===== config.mk =====
export PLATFORM = sky130hd
export DESIGN_NAME = fetch_sequencer
export DESIGN_NICKNAME = d
export VERILOG_FILES = /design/src/rtl/fetch_sequencer.sv
export SDC_FILE = /design/constraint.sdc
export NUM_CORES = 1
export LEC_CHECK = 0
export CORE_MARGIN = 2
export CORE_UTILIZATION = 35
export CTS_CLUSTER_SIZE = 14
export DETAILED_ROUTE_END_ITERATION = 10
export PLACE_DENSITY_LB_ADDON = 0.1
export SYNTH_ARGS = -nofsm -noshare
export SYNTH_HDL_FRONTEND = slang
export SYNTH_SLANG_ARGS = --single-unit

===== constraint.sdc =====
create_clock -name clk -period 2.75 [get_ports clk]
set_clock_uncertainty 0.2 [all_clocks]
set_input_delay 0.6875 -clock clk [delete_from_list [all_inputs] [get_ports clk]]
set_output_delay 0.6875 -clock clk [all_outputs]
set_load 0.005 [all_outputs]

===== src/rtl/fetch_sequencer.sv =====
// fetch_sequencer: drives the PC into combinational program memory and
// hands fetched words to decode through a one-entry valid/ready register.
module fetch_sequencer #(
  parameter int PC_WIDTH          = 8,
  parameter int INSTRUCTION_WIDTH = 32,
  parameter int PROG_END          = 255
) (
  input  logic                         clk,
  input  logic                         rst,
  input  logic                         start,
  input  logic                         halt_req,
  input  logic                         jump_valid,
  input  logic [PC_WIDTH-1:0]          jump_addr,
  output logic [PC_WIDTH-1:0]          pc,
  input  logic [INSTRUCTION_WIDTH-1:0] mem_instruction,
  output logic [INSTRUCTION_WIDTH-1:0] ir,
  output logic [PC_WIDTH-1:0]          ir_pc,
  output logic                         ir_valid,
  input  logic                         ir_ready,
  output logic                         halted,
  output logic                         fault
);

  localparam logic [1:0] S_IDLE  = 2'd0;
  localparam logic [1:0] S_FETCH = 2'd1;
  localparam logic [1:0] S_DRAIN = 2'd2;
  localparam logic [1:0] S_HALT  = 2'd3;

  // One extra bit so targets beyond PROG_END are detectable even
  // when PROG_END is the top of the PC range.
  localparam logic [PC_WIDTH:0]   END_EXT = (PC_WIDTH+1)'(PROG_END);
  localparam logic [PC_WIDTH-1:0] END_PC  = PC_WIDTH'(PROG_END);

  logic [1:0]          state;
  logic [1:0]          state_nx;
  logic [PC_WIDTH-1:0] pc_nx;
  logic                ir_valid_nx;
  logic                fault_nx;
  logic                capture;
  logic                accept;
  logic                slot_free;
  logic                jump_oob;

  assign accept    = ir_valid & ir_ready;
  assign slot_free = ~ir_valid | ir_ready;
  assign jump_oob  = {1'b0, jump_addr} > END_EXT;

  // Next-state: jump outranks halt_req, halt_req outranks fetch.
  always_comb begin
    state_nx    = state;
    pc_nx       = pc;
    ir_valid_nx = accept ? 1'b0 : ir_valid;
    fault_nx    = fault;
    capture     = 1'b0;
    if (jump_valid) begin
      ir_valid_nx = 1'b0;
      if (jump_oob) begin
        fault_nx = 1'b1;
        state_nx = S_HALT;
      end else begin
        pc_nx = jump_addr;
        if (state == S_DRAIN ||
            (state == S_FETCH && halt_req))
          state_nx = S_HALT;
      end
    end else begin
      unique case (state)
        S_FETCH: begin
          if (halt_req) begin
            state_nx = slot_free ? S_HALT : S_DRAIN;
          end else if (slot_free) begin
            capture     = 1'b1;
            ir_valid_nx = 1'b1;
            pc_nx = (pc == END_PC) ? '0
                  : pc + PC_WIDTH'(1);
          end
        end
        S_DRAIN: begin
          if (accept) state_nx = S_HALT;
        end
        default: begin
          if (start && !fault) state_nx = S_FETCH;
        end
      endcase
    end
  end

  // Control registers: state, PC, valid, halted and sticky fault.
  always_ff @(posedge clk) begin
    if (rst) begin
      state    <= S_IDLE;
      pc       <= '0;
      ir_valid <= 1'b0;
      halted   <= 1'b1;
      fault    <= 1'b0;
    end else begin
      state    <= state_nx;
      pc       <= pc_nx;
      ir_valid <= ir_valid_nx;
      halted   <= (state_nx == S_IDLE) ||
                  (state_nx == S_HALT);
      fault    <= fault_nx;
    end
  end

  // Instruction register loads only on a fetch, so it holds on stall.
  always_ff @(posedge clk) begin
    if (rst) begin
      ir    <= '0;
      ir_pc <= '0;
    end else if (capture) begin
      ir    <= mem_instruction;
      ir_pc <= pc;
    end
  end

endmodule


==> results.md <==
- Post-synth ARST share: 0
- Critical path class: reg -> out
- WL final: 5.60 mm
- Via-to-Cell Ratio: 4.76
- Layout cell share with drive strength beyond 1: 0.0799
- Cts hold-fix bufs: 0
- Clk pin slew, worst setup/hold paths: 0.09 ns
- Detailed Routing Iterations Pass 1: 4
- Setup Buffers After CTS: 0
- Top delay family on crit path: buffers and inverters
- DR DRC count: 0
- Post-synth cell types: 38
- H-Tree Depth: 2
- Leakage: 1.12 nW
- Post-Synthesis Cells: ~270
- Vias: approximately 2,100
- Area contributors post-synth: dfxtp_1 (47%), nand2_1 (13%), a21oi_1 (9.9%)
- Die ar.: roughly 7000 sq um
- N_diodes: 0
- CTS root buf: clkbuf_8
- Worst Setup Start Kind: flop
- Cell Chain, Critical Path: clkdlybuf4s50_1
- EDFF count, synth: 0
- Final hold violations: 0
- Synth top area share: 0.467
- Worst-path maximum fanout: 7
- Worst r2r src: state[0]
- Min-delay worst type: reg -> reg
- Post-synth top flop: dfxtp_1
- RSZ-0062 raised after global routing: no
- Global-route wire length before repair: about 9.3 mm
- CTS max path bufs: 2
- Biggest area consumer among synthesized cells: dfxtp_1
- Cts repair resizes: 0
- CTS sink cnt: between 50 and 60
- CTS tree: built
- Crit. Startpoint: pc[3]
- Layout Nets: approximately 420
- Slowest stage delay, CP: 0.56 ns
- Post-DRT Antenna Nets: 0
- Flops & latches, synth: 52
- Dpl hpwl: 3.95 mm
- Die X: ~84 microns
- Largest net degree at the start of global routing: 41
- CP bufs+invs: 1
- Overflow after GRT: 0
- Area grow syn2layout: 48.4%
- Most frequent cell after synthesis: nand2_1
- Hold_sp: ir[26]
- Post-layout util: 0.529
- Iter 0 DRT Violations: 51
- Placement Setup Slack: between 0.2 and 0.3 ns
- Sequential area share after synthesis: 0.467
- IO Port Bufs: 95
- Slowest cell on the critical path: clkdlybuf4s50_1
- CP endpoint kind: output pin
- Cell area after synthesis: between 2000 and 2500 sq um
- Worst-Skew Late Latency: 0.30 ns
- Fin Setup TNS: 0 ns
- Crit path DAT: about 1.3 ns
- Setup ws final: roughly 0.54 ns
- Peak VDD IR: ~0.21 mV
- Inserted Clock Buffers: 5
- Fill count: between 600 and 700
- GRT Overall Usage: 0.160
- Fmax: 452 MHz
- Syn avg cell area: around 8.2 sq um
- YS warnings: 0
- Core Area: approximately 6200 sq um
- Max Cap Viol: 0
- Finish-stage setup viols: 0
- Vias in the first global route: between 2,000 and 2,500
- Final slew viol count: 0
- Gp weighted congestion: roughly 0.82
- Wire length per cell: 12.7 microns
- Die outline height: roughly 84 microns
- Tmin final: 2.21 ns
- Synth top cells by count: nand2_1 (80), dfxtp_1 (52), a21oi_1 (44)
- Initial antenna violation count: 0
- Pwr Density: approximately 450 nW/um^2
- Post-Syn Nets: 325
- Run status: completed
- CP required: 1.86 ns
- Period utilization: 0.805
- Row cnt: 29
- IO Pins: just under 100
- Initial core utilization: 0.357
==> flip-flops by register name, indices dropped and copies added (netlist names) <==
name      flops
state         2
halted        1
ir_valid      1
ir           32
ir_pc         8
pc            8
==> where the power goes <==
group | switching [mW] | internal (mW) | total (mW)
clock | 0.229 | 0.174 | 0.402
combinational | 0.121 | 0.161 | 0.282
sequential | 0.0274 | 0.785 | 0.812
total | 0.377 | 1.12 | 1.50
==> per-layer routing <==
layer  vias up  track usage  part of all wire
met5         -            0                 0
li1       1080            -                 -
met4         0       0.0367            0.0080
met1       950        0.189              0.45
met2        62        0.289              0.48
met3         4       0.0406             0.056
==> layout make-up <==
type / count / area, sq um / share of cell area
Multi-Input combinational cell: 198 / 1050 / 0.318
Sequential cell: 52 / 1040 / 0.315
Timing Repair Buffer: 102 / 1020 / 0.310
Tap cell: 77 / 96.3 / 0.0292
Clock buffer: 6 / 72.6 / 0.0220
Inverter: 4 / 15.0 / 0.00454
Clock inverter: 1 / 5.00 / 0.00151
==> kinds of logic (layout without fill, tap and decap cells) <==
group	Yosys count	count (layout)	synth area share
DFF	52	52	0.467
xor gates and xnor gates	5	5	0.0197
adders and majority gates	6	6	0.0337
AOI/OAI and AO/OA	62	62	0.157
and+or+nand+nor	122	122	0.248
other	1	1	0.00168
muxes	2	2	0.00899
buffers and inverters	23	113	0.0635
==> layout by cell type, fill, tap and decap left out, types with 3 or more instances in the layout <==
master           count
nand2_1             80
nand2_2             10
xor2_1               3
o21ai_0              4
inv_1                4
dfxtp_1             52
o22ai_1              3
a21oi_1             44
clkbuf_8             5
clkdlybuf4s50_1     94
ha_1                 6
nor3_1               4
nand3_1              3
buf_4                5
nand2b_1             3
nor2_1              11
==> worst register-to-register path, stage by stage (launching register included) <==
cell	delay, ns
dfxtp_1	0.42
inv_1	0.11
ha_1	0.37
o21ai_0	0.10
mux2i_1	0.09
o22ai_1	0.20
nor3b_1	0.23
a21oi_1	0.06
==> through the flow <==
| stage | std cells | area (sq um) | hold slack, ns | power, mW |
|---|---|---|---|---|
| finish | 440 | 3300 | 0.256 | 1.50 |
| global route | 440 | 3300 | 0.278 | 1.58 |
| CTS | 440 | 3300 | 0.259 | 1.53 |
| detailed placement | 433 | 3230 | 0.246 | 1.11 |
| global placement | 433 | 3230 | 0.241 | 1.11 |
| floorplan | 273 | 2230 | 0.253 | 0.960 |
==> worst paths after layout <==
path | to | slack [ns] | depth (start not counted)
hold / removal | ir[26] | 0.26 | 2
hold reg to reg | ir[26] | 0.26 | 2
setup reg to reg | halted | 0.86 | 7
setup / recovery | pc[3] | 0.54 | 1
Power figures use the tool's default switching activity.
